$ cat config.mk
export PLATFORM = sky130hd
export DESIGN_NAME = io_bridge
export DESIGN_NICKNAME = d
export VERILOG_FILES = /design/src/rtl/io_bridge_pkg.sv /design/src/rtl/io_bridge_timeout_counter.sv /design/src/rtl/io_bridge.sv
export SDC_FILE = /design/constraint.sdc
export NUM_CORES = 1
export LEC_CHECK = 0
export ABC_AREA = 1
export ABC_CLOCK_PERIOD_IN_PS = 1800
export CAP_MARGIN = 20
export CORE_ASPECT_RATIO = 0.8
export CORE_MARGIN = 3
export CORE_UTILIZATION = 25
export CTS_BUF_LIST = sky130_fd_sc_hd__clkbuf_16
export CTS_CLUSTER_SIZE = 8
export DETAILED_ROUTE_END_ITERATION = 6
export PLACE_DENSITY_LB_ADDON = 0.3
export SLEW_MARGIN = 20
export SYNTH_ARGS = -nofsm -noshare
export SYNTH_HDL_FRONTEND = slang
export SYNTH_SLANG_ARGS = --single-unit
$ cat constraint.sdc
create_clock -name clk -period 1.8 [get_ports clk]
set_input_delay 0.45 -clock clk [delete_from_list [all_inputs] [get_ports clk]]
set_output_delay 0.45 -clock clk [all_outputs]
set_load 0.005 [all_outputs]
$ cat src/rtl/io_bridge_pkg.sv
// io_bridge_pkg: shared types and default address-map constants for io_bridge.
//   rd_sel_e   - source selected for core_read_value in the cycle after acceptance
//   state_e    - I/O handshake FSM states
//   WINDOW_BASE / STATUS_ADDR - lowest I/O window address and status register
//                               address for the default 16-bit / 7-bit geometry
package io_bridge_pkg;

  localparam int ADDR_WIDTH_DEF  = 16;
  localparam int WINDOW_BITS_DEF = 7;

  // Window = every address whose bits above WINDOW_BITS are all ones.
  localparam logic [ADDR_WIDTH_DEF-1:0] WINDOW_BASE =
    {ADDR_WIDTH_DEF{1'b1}} << WINDOW_BITS_DEF;
  localparam logic [ADDR_WIDTH_DEF-1:0] STATUS_ADDR = {ADDR_WIDTH_DEF{1'b1}};

  typedef enum logic [1:0] {
    RD_MEM    = 2'd0,
    RD_IO     = 2'd1,
    RD_STATUS = 2'd2,
    RD_ZERO   = 2'd3
  } rd_sel_e;

  typedef enum logic [1:0] {
    ST_IDLE = 2'd0,
    ST_WAIT = 2'd1,
    ST_DONE = 2'd2
  } state_e;

endpackage

$ cat src/rtl/io_bridge_timeout_counter.sv
// io_timeout_counter: cycle counter that flags expiry on its last allowed cycle.
//   clk, reset - clock and synchronous active-high reset
//   clear      - return the count to zero
//   enable     - count this cycle
//   expire     - high while enabled and the count equals TIMEOUT_CYCLES-1
// TIMEOUT_CYCLES = 0 means the counter never expires.
module io_timeout_counter #(
  parameter int TIMEOUT_CYCLES = 64
) (
  input  logic clk,
  input  logic reset,
  input  logic clear,
  input  logic enable,
  output logic expire
);

  localparam int CW = (TIMEOUT_CYCLES > 1) ? $clog2(TIMEOUT_CYCLES) : 1;

  logic [CW-1:0] count_r;

  // Count enabled cycles; clear has priority over counting.
  always_ff @(posedge clk) begin
    if (reset) begin
      count_r <= {CW{1'b0}};
    end else if (clear) begin
      count_r <= {CW{1'b0}};
    end else if (enable) begin
      count_r <= count_r + {{(CW-1){1'b0}}, 1'b1};
    end else begin
      count_r <= count_r;
    end
  end

  generate
    if (TIMEOUT_CYCLES == 0) begin : g_never
      assign expire = 1'b0;
    end else begin : g_expire
      assign expire = enable && (count_r == CW'(TIMEOUT_CYCLES - 1));
    end
  endgenerate

endmodule

$ cat src/rtl/io_bridge.sv
// io_bridge: routes core data-port accesses either to RAM or to memory-mapped
// peripheral channels with a req/ack handshake, bus timeout and sticky status.
//   clk, reset        - clock and synchronous active-high reset
//   core_*            - core data port; core_stall holds the core during I/O
//   mem_*             - RAM port (1-cycle read latency), pass-through address/data
//   io_req/io_ack     - one-hot per-channel handshake
//   io_write/io_index/io_write_value - registered request attributes
//   io_read_value     - flat per-channel read buses, channel c at [c*REG_WIDTH +: REG_WIDTH]
module io_bridge
  import io_bridge_pkg::*;
#(
  parameter int ADDR_WIDTH     = ADDR_WIDTH_DEF,
  parameter int DATA_WIDTH     = 19,
  parameter int REG_WIDTH      = 16,
  parameter int WINDOW_BITS    = WINDOW_BITS_DEF,
  parameter int CH_IDX_BITS    = 5,
  parameter int NUM_CHANNELS   = 3,
  parameter int TIMEOUT_CYCLES = 64
) (
  input  logic                           clk,
  input  logic                           reset,
  input  logic [ADDR_WIDTH-1:0]          core_addr,
  input  logic [DATA_WIDTH-1:0]          core_write_value,
  input  logic                           core_write_en,
  output logic [DATA_WIDTH-1:0]          core_read_value,
  output logic                           core_stall,
  output logic [ADDR_WIDTH-1:0]          mem_addr,
  output logic [DATA_WIDTH-1:0]          mem_write_value,
  output logic                           mem_write_en,
  input  logic [DATA_WIDTH-1:0]          mem_read_value,
  output logic [NUM_CHANNELS-1:0]        io_req,
  output logic                           io_write,
  output logic [CH_IDX_BITS-1:0]         io_index,
  output logic [REG_WIDTH-1:0]           io_write_value,
  input  logic [NUM_CHANNELS-1:0]        io_ack,
  input  logic [NUM_CHANNELS*REG_WIDTH-1:0] io_read_value
);

  localparam int CHW = WINDOW_BITS - CH_IDX_BITS;

  // Address decode
  logic                    win_hit_s;
  logic                    status_hit_s;
  logic [CHW-1:0]          ch_s;
  logic                    populated_s;

  // FSM and datapath
  state_e                  state_r, state_n;
  rd_sel_e                 rd_sel_r, rd_sel_n;
  logic                    load_s;
  logic [CHW-1:0]          ch_r;
  logic [CHW-1:0]          ch_next_s;
  logic [NUM_CHANNELS-1:0] io_req_r, io_req_n;
  logic                    io_write_r;
  logic [CH_IDX_BITS-1:0]  io_index_r;
  logic [REG_WIDTH-1:0]    io_write_value_r;
  logic [REG_WIDTH-1:0]    cap_r;
  logic                    err_r;
  logic [CHW-1:0]          err_ch_r;
  logic                    ack_sel_s;
  logic [REG_WIDTH-1:0]    rd_slice_s;
  logic                    expire_s;
  logic                    timeout_s;
  logic                    status_wr_s;
  logic                    in_wait_s;

  assign win_hit_s    = &core_addr[ADDR_WIDTH-1:WINDOW_BITS];
  assign status_hit_s = &core_addr;
  assign ch_s         = core_addr[WINDOW_BITS-1:CH_IDX_BITS];
  assign populated_s  = (32'(ch_s) < 32'(NUM_CHANNELS));

  assign mem_addr        = core_addr;
  assign mem_write_value = core_write_value;
  assign mem_write_en    = core_write_en & ~win_hit_s;

  assign io_req         = io_req_r;
  assign io_write       = io_write_r;
  assign io_index       = io_index_r;
  assign io_write_value = io_write_value_r;

  assign in_wait_s = (state_r == ST_WAIT);

  io_timeout_counter #(
    .TIMEOUT_CYCLES(TIMEOUT_CYCLES)
  ) u_timeout (
    .clk    (clk),
    .reset  (reset),
    .clear  (~in_wait_s),
    .enable (in_wait_s),
    .expire (expire_s)
  );

  // Select the acknowledge and read bus of the channel being served.
  always_comb begin
    ack_sel_s  = 1'b0;
    rd_slice_s = {REG_WIDTH{1'b0}};
    for (int c = 0; c < NUM_CHANNELS; c++) begin
      ack_sel_s  = ack_sel_s | (io_ack[c] & (ch_r == CHW'(c)));
      rd_slice_s = rd_slice_s |
                   ({REG_WIDTH{ch_r == CHW'(c)}} & io_read_value[c*REG_WIDTH +: REG_WIDTH]);
    end
  end

  // Ack beats an expiry landing on the same cycle.
  assign timeout_s   = in_wait_s && !ack_sel_s && expire_s;
  // Status is only decoded from IDLE; the address held through DONE is not re-decoded.
  assign status_wr_s = (state_r == ST_IDLE) && status_hit_s && core_write_en;

  // Next-state, stall and read-source selection.
  always_comb begin
    state_n    = state_r;
    rd_sel_n   = rd_sel_r;
    core_stall = 1'b0;
    load_s     = 1'b0;
    case (state_r)
      ST_IDLE: begin
        if (win_hit_s && !status_hit_s && populated_s) begin
          core_stall = 1'b1;
          load_s     = 1'b1;
          state_n    = ST_WAIT;
        end else if (!win_hit_s) begin
          rd_sel_n = RD_MEM;
        end else if (status_hit_s) begin
          rd_sel_n = RD_STATUS;
        end else begin
          rd_sel_n = RD_ZERO;
        end
      end
      ST_WAIT: begin
        core_stall = 1'b1;
        if (ack_sel_s || expire_s) begin
          state_n = ST_DONE;
        end else begin
          state_n = ST_WAIT;
        end
      end
      ST_DONE: begin
        rd_sel_n = RD_IO;
        state_n  = ST_IDLE;
      end
      default: begin
        state_n = ST_IDLE;
      end
    endcase
  end

  // Request lines for the coming cycle, so io_req comes straight from a flop.
  always_comb begin
    ch_next_s = load_s ? ch_s : ch_r;
    io_req_n  = {NUM_CHANNELS{1'b0}};
    for (int c = 0; c < NUM_CHANNELS; c++) begin
      io_req_n[c] = (state_n == ST_WAIT) && (ch_next_s == CHW'(c));
    end
  end

  // FSM state, request attributes and read-source register.
  always_ff @(posedge clk) begin
    if (reset) begin
      state_r          <= ST_IDLE;
      rd_sel_r         <= RD_MEM;
      ch_r             <= {CHW{1'b0}};
      io_req_r         <= {NUM_CHANNELS{1'b0}};
      io_write_r       <= 1'b0;
      io_index_r       <= {CH_IDX_BITS{1'b0}};
      io_write_value_r <= {REG_WIDTH{1'b0}};
    end else begin
      state_r  <= state_n;
      rd_sel_r <= rd_sel_n;
      io_req_r <= io_req_n;
      if (load_s) begin
        ch_r             <= ch_s;
        io_write_r       <= core_write_en;
        io_index_r       <= core_addr[CH_IDX_BITS-1:0];
        io_write_value_r <= core_write_value[REG_WIDTH-1:0];
      end else begin
        ch_r             <= ch_r;
        io_write_r       <= io_write_r;
        io_index_r       <= io_index_r;
        io_write_value_r <= io_write_value_r;
      end
    end
  end

  // Capture peripheral read data, or all ones when the channel timed out.
  always_ff @(posedge clk) begin
    if (reset) begin
      cap_r <= {REG_WIDTH{1'b0}};
    end else if (in_wait_s && ack_sel_s) begin
      cap_r <= rd_slice_s;
    end else if (timeout_s) begin
      cap_r <= {REG_WIDTH{1'b1}};
    end else begin
      cap_r <= cap_r;
    end
  end

  // Sticky error flag: a new timeout outranks a simultaneous clear.
  always_ff @(posedge clk) begin
    if (reset) begin
      err_r    <= 1'b0;
      err_ch_r <= {CHW{1'b0}};
    end else if (timeout_s) begin
      err_r    <= 1'b1;
      err_ch_r <= ch_r;
    end else if (status_wr_s) begin
      err_r    <= 1'b0;
      err_ch_r <= {CHW{1'b0}};
    end else begin
      err_r    <= err_r;
      err_ch_r <= err_ch_r;
    end
  end

  // Read data mux driven by the source chosen at acceptance.
  always_comb begin
    case (rd_sel_r)
      RD_MEM:    core_read_value = mem_read_value;
      RD_IO:     core_read_value = DATA_WIDTH'(cap_r);
      RD_STATUS: core_read_value = DATA_WIDTH'({err_ch_r, err_r});
      RD_ZERO:   core_read_value = {DATA_WIDTH{1'b0}};
      default:   core_read_value = {DATA_WIDTH{1'b0}};
    endcase
  end

endmodule

# Word level (Yosys, flattened, before mapping)

Cells that the tools add are included.

Output and inout bits: 81
Word-level logic and storage cells: 81
Register bits after elaboration: 56
Input port bits: 108

Reduce and logical (&&, ||, !) cells: 25
Bitwise operators: 13
Mux-type cells: 18
Add/subtract/negate cells: 1
Magnitude comparators: 1
Eq/ne operators: 12

Operators with widths:

| operator                                                        | count |
|---|---|
| 19-bit one-hot mux with 4 select lines                          | 1 |
| 16-bit bitwise AND                                              | 3 |
| 16-bit 2-to-1 mux                                               | 2 |
| 16-bit bitwise OR                                               | 2 |
| 16-bit AND reduction                                            | 1 |
| 2-bit 2-to-1 mux                                                | 7 |
| 1-bit logical AND                                               | 11 |
| 2-bit by 1-bit == test with 1-bit output, second input constant | 5 |
| 2-bit == test, second input constant                            | 5 |
| 9-bit AND reduction                                             | 1 |
| 2-bit logical NOT                                               | 4 |
| 2-bit one-hot mux with 2 select lines                           | 2 |
| 6-bit by 1-bit adder with 6-bit output, second input constant   | 1 |
| 6-bit == test, second input constant                            | 1 |
| 2-bit nonzero test                                              | 3 |
| 1-bit 2-to-1 mux                                                | 5 |
| 1-bit bitwise AND                                               | 4 |
| 1-bit logical NOT                                               | 2 |
| 2-bit less-than comparator, second input constant               | 1 |
| 2-bit inequality test, second input constant                    | 1 |
| 1-bit NOT                                                       | 2 |
| 1-bit bitwise OR                                                | 2 |
| 1-bit one-hot mux with 2 select lines                           | 1 |
| 2-bit AND reduction                                             | 1 |
| 2 further kinds                                                 | 2 |

# Longest topological paths before layout

Word-level depth: 9
Depth in mapped cells: 9
Depth with buffers taken out: 8

# Cells and area by module

A second synthesis with hierarchy kept.

Cell total of the unflattened synthesis: 462
Area total of the unflattened synthesis: 3104.2 um2

By module, submodules not included:

| module             | cells each | instances | area each (um2) | seq. area each (um2) |
|---|---|---|---|---|
| io_bridge          | 425        | 1         | 2829.0          | 1001.0 |
| io_timeout_counter | 37         | 1         | 275.3           | 120.1 |

# Worst setup path after synthesis

No wires, ideal clock.

Kind: input -> output
Start: input core_addr[9]
End: output core_stall
Path buffers: 1
Required time: 1.350 ns
Data arrival time: 1.229 ns
Cell stages on the path: 7
Path slack: 0.121 ns
Cell sequence: nand2_1 > nor2_1 > nand3_2 > inv_1 > nand2_2 > buf_2 > nand2_1

Cells in the longest elaborated chain, start to end: 6
Elaborated cells on any way between the ends: 7
Those cells by class: mux (2); reduce/logical (5)

Ends and longest elaborated chain:

| element                                   | RTL line         | RTL |
|---|---|---|
| from (decl)                               | io_bridge.sv:22  | `input logic [ADDR_WIDTH-1:0] core_addr,` |
| 16-bit AND reduction                      | io_bridge.sv:68  | `assign status_hit_s = &core_addr;` |
| 1-bit logical NOT                         | io_bridge.sv:117 | `if (win_hit_s && !status_hit_s && populated_s) begin` |
| 1-bit logical AND (*) (2 in a row)        | io_bridge.sv:117 |  |
| 1-bit 2-to-1 mux (*)                      | io_bridge.sv:117 |  |
| 1-bit one-hot mux with 2 select lines (*) | io_bridge.sv:115 | `case (state_r)` |
| to (decl)                                 | io_bridge.sv:26  | `output logic core_stall,` |

Every way passes the cells marked *; elsewhere a longest branch is shown, timed or not.

# Worst setup path after layout

Start: register rd_sel_r[0]
End: output core_read_value[6]

Cells in the longest elaborated chain, start to end: 2
Elaborated cells on any way between the ends: 5
Those cells by class: eq/ne (3); mux (1); reduce/logical (1)

Ends and longest elaborated chain:

| element                                     | RTL line         | RTL |
|---|---|---|
| from (decl)                                 | io_bridge.sv:49  | `rd_sel_e rd_sel_r, rd_sel_n;` |
| from (signal assigned)                      | io_bridge.sv:168 | `rd_sel_r <= rd_sel_n;` |
| 2-bit == test, or another cell as far along | io_bridge.sv:216 | `case (rd_sel_r)` |
| 19-bit one-hot mux with 4 select lines (*)  | io_bridge.sv:216 |  |
| to (decl)                                   | io_bridge.sv:25  | `output logic [DATA_WIDTH-1:0] core_read_value,` |

Marked as above.

==> impl_metrics.ini <==
[worst_setup_path]
cp_cell_sequence = inv_4 -> nor2_4 -> buf_6 -> buf_6 -> buf_6 -> buf_6 -> a22o_1 -> buf_2
path_class = flop to primary output
worst-path-max-fanout = 3
cpPeakStageDelay_ps = 370
r2r_slack_ps = 230
crit_buf_inv = 6
worstSetupEndpointType = primary output
r2r_start = ch_r[0]
critPathMostFrequentCell = buf_6
critPathTopFamily = buffers and inverters
cp-startpoint = rd_sel_r[0]
slowest_stage = dfxtp_4
critPathLaunchType = flop
cp.arrival_ps = 1490
cp.required_ps = 1350

[power]
clkPwrFrac_pct = 35.5
netSwitchingFraction_pct = 22.1
switchingPower_uw = 586
p_seq_share_pct = 46.5
internal_power_mw = 2.07
leakage_nw = 2.39
p_per_area_nw_per_um2 = 503
peakVddDrop_uv = 321
total_power_mw = 2.66
p_comb_share_pct = 18.0

[finish]
mostFrequentLayoutCells = 127 x clkdlybuf4s50_1, 81 x nand2_1, 72 x nor2_1, 54 x dfxtp_1, 50 x buf_4
diodes = 0
syn_to_final_growth_pct = 74.5
final_common_cell = clkdlybuf4s50_1
drive_gt1_share_pct = 21.4
fin_area_sq_um = 5290
fin_util_pct = 45.2
fin_cells = 785
nets = 746

[timing]
final.min_clock_period_ps = 1940
slew_viol_final = 0
max_clock_freq_ghz = 0.515
fin_crit_sh_pct = 108
finClkSkew_ps = 6.53
rsz0062_at_grt = yes
tns_ps = -905
tightest_slew_ps = 501
finalHoldViolations = 0
setup_violations = 15
maxSlewHeadroom_pct = 66.5
postLayoutSetupSlackWorst_ps = -140

[synth]
synth_area_leaders = dfxtp_1 37%, nand2_1 10%, nor2_1 9.4%, buf_4 8.9%, o21ai_0 6.8%
synth_top_cell_by_area = dfxtp_1
synth-seq-cells = 56
synth_area_sq_um = 3030
synth_cells = 434
ys_warn_count = 0
avgSynthCellArea_sq_um = 6.98
ys_types = 30
ys_seq_area_share_pct = 37.0
yosysTopAreaCellShare_pct = 37.0
synth_nets = 543

[die]
initial_core_util_pct = 25.9
die_area_sq_um = 13500
fp.coreArea_sq_um = 11700
chipHeight_um = 104
ios = 189
rows = 35
die_w_um = 129

[outcome]
outcome = complete, but fails checks
violations = setup timing

[routing]
wire_per_inst_um = 13.8
drtIter0Drc = 162
wl_mm = 10.8
vias_per_cell = 4.37
firstDrtPassIters = 4
drc = 0
antenna_left = 0
num_vias = 3433

[global_route]
grt_max_degree = 41
grt.total_usage_pct = 15.9
antenna_found_initial = 0
grt_pass1_wl_mm = 17.3
grt_overflow = 0
first_global_vias = 3462

[min_path]
min_from = u_timeout.count_r[0]
hp-class = flop to flop

[placed_design]
dp_hpwl_mm = 8.24
dpl_cell_area_sq_um = 4990
io_buffers = 182
place_congestion = 0.782
dp_cells = 753

[clocking]
cts_buffers = 5
cts_max_level = 2
clkTransAtPathRegs_ps = 70
clkLatencyLatePin_ps = 290
cts_root_buf = clkbuf_16
clock_sinks = 56
clk_path_buf_depth = 2
cts-hold-fix-buffers = 0
tritoncts = built

[run]
cap_violations = 0
-- per-stage QoR --
| stage | hold slack [ps] | setup WS [ps] |
|---|---|---|
| 2_1_floorplan | 418 | 121 |
| 3_3_place_gp | 431 | -607 |
| 3_5_place_dp | 449 | -648 |
| 4_1_cts | 459 | -136 |
| 5_1_grt | 477 | -186 |
| 6_report | 461 | -140 |
-- path summary, 6_finish.rpt --
path	to	depth (start not counted)
worst max-delay path	core_read_value[6]	8
worst min register to register	u_timeout.count_r[0]	1
worst max register to register	cap_r[4]	7
worst min-delay path	u_timeout.count_r[0]	1
-- layout make-up --
type	instances	area, sq um
Clock buffer	5	125
Sequential cell	56	1130
Multi-Input combinational cell	298	1490
Fill cell	1154	6410
Clock inverter	2	12.5
Tap cell	148	185
Timing Repair Buffer	247	2240
Inverter	29	111
-- logic make-up (layout without fill, tap and decap cells) --
logic type	after synthesis	after routing	synth area share (%)
adders and majority gates	1	1	0.413
xor gates and xnor gates	2	2	0.579
and+or+nand+nor	229	229	34.1
AOI/OAI and AO/OA	66	66	12.6
DFF	56	56	37.0
buffers and inverters	80	283	15.3
-- state kept, by name, indices dropped and copies added, names as in the netlist --
register and cells:
io_req 3, io_index 5, err_r 1, cap_r 16, rd_sel_r 2, io_write_value 16
u_timeout.count_r 6, io_write 1, err_ch_r 2, state_r 2, ch_r 2
-- worst register-to-register path, delay by kind of cell (launching register included) --
family / cells / cell delay [ps]
flops: 1 / 450
compound gates: 1 / 300
buf+inv: 2 / 330
simple gates: 4 / 380
-- cell usage after synthesis --
cell type / instances
ha_1: 1
a211oi_1: 1
nand2_2: 1
nor2_1: 76
nor2_2: 20
nor3_4: 1
o21ai_0: 41
xnor2_1: 1
clkbuf_1: 5
a22o_1: 13
nand3_2: 2
inv_2: 3
or2_2: 1
nor3_1: 1
a21oi_1: 9
nand2_1: 83
nand4_1: 1
nand3_1: 36
inv_1: 26
dfxtp_1: 56
nor2_4: 2
xor2_1: 1
o21ai_1: 2
and3_1: 1
nand2_4: 3
buf_2: 8
clkbuf_2: 1
buf_12: 1
buf_4: 36
nand3b_1: 1
-- power by group through the flow --
stage          clock, mW  combinational, mW  sequential [mW]
3_5_place_dp           0              0.524             1.27
4_1_cts            0.976              0.480             1.24
2_1_floorplan          0              0.149             1.27
5_1_grt             1.03              0.518             1.24
3_3_place_gp           0              0.519             1.27
6_report           0.943              0.478             1.24
-- layer usage --
metal | GRT usage, % | share of wire (%) | up-vias | wire length [um]
li1 | - | - | 1766 | -
met1 | 20.7 | 43 | 1549 | 4680
met2 | 27.1 | 51 | 110 | 5470
met3 | 3.29 | 5.2 | 8 | 557
met4 | 2.70 | 0.90 | 0 | 97
met5 | 0 | 0 | - | 0
-- timing repair --
item                                    in CTS  in global routing
pin swaps                                   13                  9
setup buffers                               20                  3
cloned                                       2                  0
endpoints found under the setup margin      54                 31
resized for setup                          135                 15
Note: power is estimated with default switching activity, not from simulation.
